--- config.mk ---
export PLATFORM = sky130hd
export DESIGN_NAME = sm_sample_tx
export DESIGN_NICKNAME = d
export VERILOG_FILES = /design/src/rtl/sm_sample_tx.sv
export SDC_FILE = /design/constraint.sdc
export NUM_CORES = 1
export LEC_CHECK = 0
export BUFFER_PORTS_ARGS = -buffer_cell sky130_fd_sc_hd__clkbuf_2
export CAP_MARGIN = 20
export CORE_MARGIN = 1.5
export CORE_UTILIZATION = 35
export DETAILED_ROUTE_END_ITERATION = 8
export PLACE_DENSITY_LB_ADDON = 0.12
export SLEW_MARGIN = 10
export SYNTH_ARGS = -nofsm -noshare
export SYNTH_HDL_FRONTEND = slang
export SYNTH_SLANG_ARGS = --single-unit
--- constraint.sdc ---
create_clock -name clk -period 2.45 [get_ports clk]
set_input_delay 0.49 -clock clk [delete_from_list [all_inputs] [get_ports clk]]
set_output_delay 0.49 -clock clk [all_outputs]
set_load 0.03 [all_outputs]
--- src/rtl/sm_sample_tx.sv ---
// Sample transmitter: buffers two's-complement samples in a small FIFO and emits them
// as sign-magnitude words framed by a square-wave strobe, flagging every 16th sample.
module sm_sample_tx #(
  parameter int HALF  = 5,
  parameter int DEPTH = 4
) (
  input  logic       clk,
  input  logic       res,
  input  logic [7:0] din,
  input  logic       din_vld,
  output logic       din_rdy,
  output logic [7:0] data_out,
  output logic       syn_out,
  output logic       frame_out,
  output logic       busy
);

  typedef enum logic [1:0] {S_IDLE, S_SETUP, S_HIGH, S_LOW} state_t;

  localparam logic [7:0] HIGH_LAST = 8'(HALF - 1);
  localparam logic [7:0] LOW_LAST  = 8'(HALF - 2);

  state_t     state, state_nx;
  logic [7:0] cnt, cnt_nx;
  logic [3:0] sample_idx;
  logic [7:0] mem [DEPTH];
  logic [2:0] wptr, rptr;
  logic       empty, full, push, pop;

  function automatic logic [7:0] to_sm(input logic [7:0] v);
    logic [7:0] neg;
    neg = ~v + 8'd1;
    if (!v[7])          return v;
    else if (v == 8'h80) return 8'hFF;
    else                return {1'b1, neg[6:0]};
  endfunction

  // The wrap bit distinguishes full from empty when the 2-bit addresses match.
  assign empty   = (wptr == rptr);
  assign full    = (wptr[1:0] == rptr[1:0]) && (wptr[2] != rptr[2]);
  assign din_rdy = !full;
  assign push    = din_vld && !full;
  assign busy    = (state != S_IDLE) || !empty;

  always_comb begin
    // NOTE: every output of this block gets a default first, so no path can infer a latch.
    state_nx = state;
    cnt_nx   = cnt;
    pop      = 1'b0;
    case (state)
      S_IDLE: begin
        if (!empty) begin
          pop      = 1'b1;
          state_nx = S_SETUP;
        end
      end
      S_SETUP: begin
        cnt_nx   = '0;
        state_nx = S_HIGH;
      end
      S_HIGH: begin
        if (cnt == HIGH_LAST) begin
          cnt_nx   = '0;
          state_nx = S_LOW;
        end else begin
          cnt_nx = cnt + 8'd1;
        end
      end
      S_LOW: begin
        if (cnt == LOW_LAST) begin
          cnt_nx = '0;
          if (!empty) begin
            pop      = 1'b1;
            state_nx = S_SETUP;
          end else begin
            state_nx = S_IDLE;
          end
        end else begin
          cnt_nx = cnt + 8'd1;
        end
      end
      default: state_nx = S_IDLE;
    endcase
  end

  // NOTE: all sequential state uses non-blocking assignments so every flop samples pre-edge values.
  always_ff @(posedge clk or negedge res) begin
    if (!res) begin
      state      <= S_IDLE;
      cnt        <= '0;
      sample_idx <= '0;
      wptr       <= '0;
      rptr       <= '0;
      data_out   <= '0;
      syn_out    <= 1'b0;
      frame_out  <= 1'b0;
    end else begin
      state     <= state_nx;
      cnt       <= cnt_nx;
      syn_out   <= (state_nx == S_HIGH);
      frame_out <= (state_nx == S_HIGH) && (sample_idx == 4'd15);
      if (state == S_HIGH && state_nx == S_LOW) sample_idx <= sample_idx + 4'd1;
      if (push) wptr <= wptr + 3'd1;
      if (pop) begin
        rptr     <= rptr + 3'd1;
        data_out <= to_sm(mem[rptr[1:0]]);
      end
    end
  end

  // NOTE: the storage array has no reset; resetting the pointers is enough to discard its contents.
  always_ff @(posedge clk) begin
    if (push) mem[wptr[1:0]] <= din;
  end

endmodule

==> Word level (Yosys, flattened, before mapping) <==
Memory sizes are Yosys's and may differ from the RTL's.
Index checks and enable logic that the tools add are counted.
{ "op_classes": {"n_addsub": 5, "eq_ne": 12, "mux": 15, "n_bitwise": 1, "n_reduce_logical": 10} }
{ "op_table": {"columns": ["operator", "count"], "rows": [
  ["2-to-1 mux 8 bit", 3],
  ["one-hot mux 8 bit (3 select lines)", 1],
  ["adder 8 x 1 -> 8 bit (second input constant)", 1],
  ["equality test 2 bit (second input constant)", 4],
  ["equality test 8 x 2 -> 1 bit (second input constant)", 1],
  ["equality test 8 x 3 -> 1 bit (second input constant)", 1],
  ["equality test 8 bit (second input constant)", 1],
  ["one-hot mux 2 bit (4 select lines)", 1],
  ["adder 7 x 1 -> 7 bit (second input constant)", 1],
  ["2-to-1 mux 7 bit", 1],
  ["NOT 7 bit", 1],
  ["adder 3 x 1 -> 3 bit (second input constant)", 2],
  ["2-to-1 mux 2 bit", 3],
  ["2-to-1 mux 1 bit", 5],
  ["adder 4 x 1 -> 4 bit (second input constant)", 1],
  ["equality test 4 bit (second input constant)", 1],
  ["logical AND 1 bit", 4],
  ["equality test 3 bit", 1],
  ["nonzero test 3 bit", 1],
  ["equality test 2 x 1 -> 1 bit (second input constant)", 1],
  ["equality test 2 bit", 1],
  ["zero test 1 bit", 2],
  ["zero test 2 bit", 1],
  ["one-hot mux 1 bit (2 select lines)", 1],
  ["3 further kinds", 3]
]} }
{ "word_totals": {"reg_bits": 30, "mem_bits_rw": 32, "inputBits": 11, "out_inout_bits": 12, "word_cells": 52, "memories": 1} }
{ "mem_list": {"columns": ["memory", "depth", "word_bits", "read_ports", "rd_clocked_by_memory_dff", "wr", "line_no", "source"], "rows": [
  ["mem", 4, 8, 1, 0, 1, "26", "logic [7:0] mem [DEPTH];"]
]} }

==> Logic depth before layout (Yosys ltp) <==
Gate-level depths: netlist (run 1).
{ "logic_depth": {"ltp_word": 6, "mapped_depth": 9, "ltp_nobuf": 8} }

==> Worst setup path before layout (run 1) <==
No wires, ideal clock.
{ "synth_path": {"kind": "register to register", "startpoint": "register rptr[0]", "endpoint": "register data_out[0]", "t_arrival_ns": 1.967, "path_slack_ns": 0.410, "path_stages_with_launch": 10, "cell_sequence": "dfrtp_1 > buf_6 > mux4_2 > inv_1 > ha_1 > inv_1 > nor2_1 > nand2_1 > o31a_1 > a21oi_2"} }
{ "synth_via": {"elab_chain_len": 5} }
{ "synth_rtl": {"columns": ["element", "line_no", "source"], "rows": [
  ["start: declaration", "27", "logic [2:0] wptr, rptr;"],
  ["start signal: assignment", "105", "rptr <= rptr + 3'd1;"],
  ["memory read (4 x 8 bit)", null, null],
  ["NOT 7 bit", "32", "neg = ~v + 8'd1;"],
  ["adder 7 x 1 -> 7 bit", "32", null],
  ["2-to-1 mux 7 bit", "34", "else if (v == 8'h80) return 8'hFF;"],
  ["2-to-1 mux 8 bit", "33", "if (!v[7]) return v;"],
  ["end signal: assignment", "106", "data_out <= to_sm(mem[rptr[1:0]]);"],
  ["end: declaration", "12", "output logic [7:0] data_out,"]
]} }
Several ways; a longest one is shown, not always the timed one.
A chain may end at the register's enable or synchronous reset.

==> Worst setup path after layout (run 1) <==
{ "layout_path": {"startpoint": "register state[1]", "endpoint": "output busy"} }
{ "layout_via": {"elab_chain_len": 2} }
{ "layout_rtl": {"columns": ["element", "line_no", "source"], "rows": [
  ["start: declaration", "23", "state_t state, state_nx;"],
  ["start signal: assignment", "98", "state <= state_nx;"],
  ["nonzero test 2 bit", "43", "assign busy = (state != S_IDLE) || !empty;"],
  ["logical OR 1 bit", "43", null],
  ["end: declaration", "15", "output logic busy"]
]} }
No other way between the ends.

==> results of run 1 <==
## state kept, by name, summed over array words and instances, names as in the netlist
name / flops
state: 2
cnt: 8
data_out: 8
wptr: 3
syn_out: 1
sample_idx: 4
rptr: 3
mem: 32
frame_out: 1
## layer usage
metal	routed length, um	share of wire [%]
met5	0	0
met4	112	2.1
met3	168	3.2
met2	2312	44
met1	2690	51
## worst paths after layout
kind,start,to,slack [ps],cells after the start
min in group clk,din[6],mem[3][6]$_DFFE_PP_,370,1
max in group asynchronous,res,state[0]$_DFF_PN0_,1690,1
hold reg to reg,wptr[2]$_DFFE_PN0P_,wptr[2]$_DFFE_PN0P_,490,1
hold / removal,res,rptr[0]$_DFFE_PN0P_,220,1
setup reg to reg,cnt[4]$_DFFE_PN0P_,data_out[2]$_DFFE_PN0P_,200,5
setup / recovery,state[1]$_DFF_PN0_,busy,190,5
## critical path, delay by kind of cell, from the launching register on
family | cells | cell delay [ps]
buffers and inverters | 3 | 560
flip-flops | 1 | 450
adder cells (fa/ha/maj) | 1 | 380
AND/OR/NAND/NOR | 1 | 50
## report_power, final
| part | switching (mW) | leakage [nW] | internal [mW] | total [mW] |
|---|---|---|---|---|
| sequential | 0.223 | 0.661 | 1.43 | 1.65 |
| combinational | 1.15 | 0.617 | 0.793 | 1.94 |
| clock | 0.384 | 0.0947 | 0.465 | 0.849 |
## kinds of logic after synthesis
| kind of cell | synth area share, % |
|---|---|
| and+or+nand+nor | 10.27 |
| AOI/OAI and AO/OA | 9.118 |
| buffers and inverters | 3.339 |
| adders and majority gates | 5.565 |
| xor gates and xnor gates | 5.094 |
| muxes | 8.048 |
| DFF | 58.56 |
## area by class of cell
class / instances / share of cell area (%)
inverter: 18 / 2.008
clock inverter: 5 / 1.562
tap: 105 / 3.905
sequential: 62 / 50.91
multi-input combinational: 139 / 33.32
timing repair buffer: 27 / 4.388
clock buffer: 11 / 3.905
## what timing repair did
item / in CTS / in global routing
setup endpoints to repair: 0 / 1
buffers inserted: 0 / 0
resized for setup: 0 / 2
## cell usage in the layout (no fill, tap or decap), drive strengths merged, types with 4 or more instances in the layout
cell type,Yosys,routed
clkbuf,1,33
edfxtp,32,32
dfrtp,30,30
inv,18,18
nor2,18,18
a21oi,14,14
ha,13,13
nand2,12,12
xnor2,9,9
mux4,8,8
xor2,8,8
and3,6,6
nand3,6,6
o21ai,6,6
buf,4,5
nor3,5,5
mux2,4,4
clkinv,0,4
==> results.cfg, run 1 <==
[global_route]
overflow = 0
grt_use_total_pct = 13.67
use_met2_pct = 19.60
grt_pass1_vias = 1814
grt_start_max_net_pins = 31
use_met1_pct = 18.81
antenna_found_initial = 0
grt-busiest-layer = met2
grt_pass1_wl_mm = 8.859
met3_usage_pct = 3.865

[final_layout]
final_cell_area_sq_um = 3364
final_util_pct = 41.36
area_growth_pct = 15.11
fill_cells = 761
final_nets = 281
fin_cells = 367
multi_input_area_sq_um = 1121
antennaDiodeCount = 0
seq_area_sq_um = 1713
drive_above_1_share_pct = 23.28

[placed_design]
dp_slack_ps = 192.0
dp_hpwl_mm = 3.803
place_area_sq_um = 3172
portBuffers = 22
gp_routability_congestion = 0.7284
dp.cells = 351

[sta]
rsz0062_at_grt = no
finalSetupTns_ps = 0
hold_violations = 0
fin_ws_ps = 189.7
fin_skew_ps = 11.83
setup_viol = 0
fin_crit_sh_pct = 92.26
worst_hold_slack_ps = 223.0
maxSlewHeadroom_pct = 48.45
worstMarginPinSlew_ps = 773.3
fmax_mhz = 442.4
slew_viol_final = 0
finalCriticalPeriod_ps = 2260

[critical_path]
cp.arrival_ps = 1770
start_kind = flop
path_max_fanout = 9
max_stage_delay_ps = 450
crit_chain = inv_1 > ha_1 > buf_4 > nand2_1 > clkbuf_2
cp_slowest_cell = dfrtp_1
worstPathRequired_ps = 1960
critPathKind = flop to primary output
worstSetupEndpointType = primary output

[clocking]
clock_latency_ps = 340
cts_inserted_buffers = 9
cts_sinks = 62
cts_tree = done
cts_root_buf = clkbuf_8
cts.clk_slew.worst_paths_ps = 70
htreeDepth = 3
clock_path_buffers = 2
cts_hold_buf = 0

[detailed_routing]
drcViolationCount = 0
first_pass_iters = 4
avgViaCountPerCell = 4.861
wire_per_inst_um = 14.40
ant_nets = 0
route.vias.total = 1784
drtIter0Drc = 75
wirelength_mm = 5.283

[logic_synthesis]
synth_cell_types = 44
ys_ff_latch = 62
seq_area_frac_synth_pct = 58.56
syn_inst = 224
async_flop_share_pct = 48.39
netlist_top_cells_count = 32 x edfxtp_1, 30 x dfrtp_1, 18 x inv_1
yosysWarnings = 0
synth_flop_cell = edfxtp_1
synth-edff-count = 32
yosysMostFrequentCell = edfxtp_1
synth_top_area_cell = edfxtp_1
synth.area.top_cells = edfxtp_1 33%, dfrtp_1 26%, mux4_2 6.2%
avgSynthCellArea_sq_um = 13.05
syn_nets = 248
synthesis.area_sq_um = 2923
yosysTopAreaCellShare_pct = 32.88

[floorplan]
rows = 33
chipWidth_um = 94.39
die_y_um = 94.39
dieArea_sq_um = 8909
initial_utilization_pct = 35.93
pin_count = 23
core_area_sq_um = 8134

[run_status]
status = complete, no violations

[min_path]
hp-class = input port to async pin

[power]
p_total_mw = 4.442
power_density_nw_per_um2 = 1320
worst_ir_drop_vdd_v = 0.0006607
p_leak_nw = 1.372

[job]
cap_violations = 0
No activity file was read; power rests on OpenSTA's default activity.
==> run 2, diff against run 1 <==
--- a/config.mk
+++ b/config.mk
@@ -9,6 +9,7 @@
 export CAP_MARGIN = 20
 export CORE_MARGIN = 1.5
 export CORE_UTILIZATION = 35
+export CTS_BUF_LIST = sky130_fd_sc_hd__clkbuf_8
 export DETAILED_ROUTE_END_ITERATION = 8
 export PLACE_DENSITY_LB_ADDON = 0.12
 export SLEW_MARGIN = 10
==> results.cfg, run 2 (synthesis gave the netlist of run 1 again) <==
[critical_path]
rr_endpoint = data_out[2]$_DFFE_PN0P_
max_stage_delay_ps = 450
cp_slowest_cell = dfrtp_1
worstPathRequired_ps = 1960
start_kind = flop
path_max_fanout = 9
cp.arrival_ps = 1770
critPathKind = flop to primary output
reg2reg_slack_ps = 200
reg2reg_from = cnt[4]$_DFFE_PN0P_
cp_top_family = buffers and inverters
r2r_cells = 5
worstSetupEndpointType = primary output
crit_chain = inv_1 > ha_1 > buf_4 > nand2_1 > clkbuf_2
worst-path-buf-inv = 3
startpoint = state[1]$_DFF_PN0_

[sta]
fin_skew_ps = 11.83
setup_viol = 0
maxSlewHeadroom_pct = 48.45
hold_violations = 0
worstMarginPinSlew_ps = 773.3
rsz0062_at_grt = no
worst_hold_slack_ps = 223.0
finalSetupTns_ps = 0
finalCriticalPeriod_ps = 2260
fin_ws_ps = 189.8
slew_viol_final = 0
fmax_mhz = 442.4
fin_crit_sh_pct = 92.25

[power]
p_leak_nw = 1.381
p_total_mw = 4.434
power_density_nw_per_um2 = 1318
worst_ir_drop_vdd_v = 0.0006607

[final_layout]
largest_reg_flops = 32
drive_above_1_share_pct = 23.28
area_growth_pct = 15.11
final_nets = 281
fin_cells = 367
mostFrequentLayoutCells = 32 x edfxtp_1, 29 x dfrtp_1, 22 x clkbuf_2
final_common_cell = edfxtp_1
final_util_pct = 41.36
fill_cells = 761
antennaDiodeCount = 0
final_cell_area_sq_um = 3364

[detailed_routing]
wire_per_inst_um = 14.40
drcViolationCount = 0
ant_nets = 0
first_pass_iters = 4
avgViaCountPerCell = 4.861
wirelength_mm = 5.286
route.vias.total = 1784
drtIter0Drc = 75

[global_route]
antenna_found_initial = 0
overflow = 0
grt_use_total_pct = 13.67
grt_start_max_net_pins = 31
grt_pass1_wl_mm = 8.859
grt_pass1_vias = 1814

[placed_design]
dp.cells = 351
portBuffers = 22
place_area_sq_um = 3172
gp_routability_congestion = 0.7284
dp_hpwl_mm = 3.803
dp_slack_ps = 192.0

[clocking]
clock_latency_ps = 340
cts_inserted_buffers = 9
post-cts-setup-buffers = 0
cts.clk_slew.worst_paths_ps = 70
clock_path_buffers = 2
cts_root_buf = clkbuf_8
cts_tree = done
cts_sinks = 62
htreeDepth = 3
cts_hold_buf = 0

[floorplan]
core_area_sq_um = 8134
pin_count = 23
initial_utilization_pct = 35.93
dieArea_sq_um = 8909
rows = 33
chipWidth_um = 94.39
die_y_um = 94.39

[min_path]
hp-class = input port to async pin

[job]
cap_violations = 0

[run_status]
status = complete, no violations
[run 2: area by class of cell]
cell class / instances / area [sq um] / area share (%)
tap: 105 / 131.4 / 3.905
inverter: 18 / 67.56 / 2.008
sequential: 62 / 1713 / 50.91
multi-input combinational: 139 / 1121 / 33.32
clock buffer: 9 / 123.9 / 3.682
clock inverter: 7 / 60.06 / 1.785
timing repair buffer: 27 / 147.6 / 4.388
[run 2: what timing repair did]
| action | in CTS | in global routing |
|---|---|---|
| hold endpoints to repair | 0 | 0 |
| resized for setup | 0 | 2 |
| endpoints found under the setup margin | 0 | 1 |
[run 2: routing by layer]
metal	vias up	GRT usage, %	share of wire, %
met1	866	18.81	51
met5	-	0	0
met4	0	7.090	2.1
met3	8	3.865	3.2
li1	883	-	-
met2	27	19.60	44
[run 2: worst max path at each step]
stage	to	cells after the start
finish	busy	5
global route	busy	5
CTS	busy	5
detailed placement	data_out[2]$_DFFE_PN0P_	5
global placement	data_out[3]$_DFFE_PN0P_	5
floorplan	data_out[0]$_DFFE_PN0P_	9
[run 2: power by group]
part | switching, mW | internal [mW] | leakage [nW]
Combinational | 1.15 | 0.793 | 0.617
Sequential | 0.223 | 1.43 | 0.661
Clock | 0.384 | 0.457 | 0.103
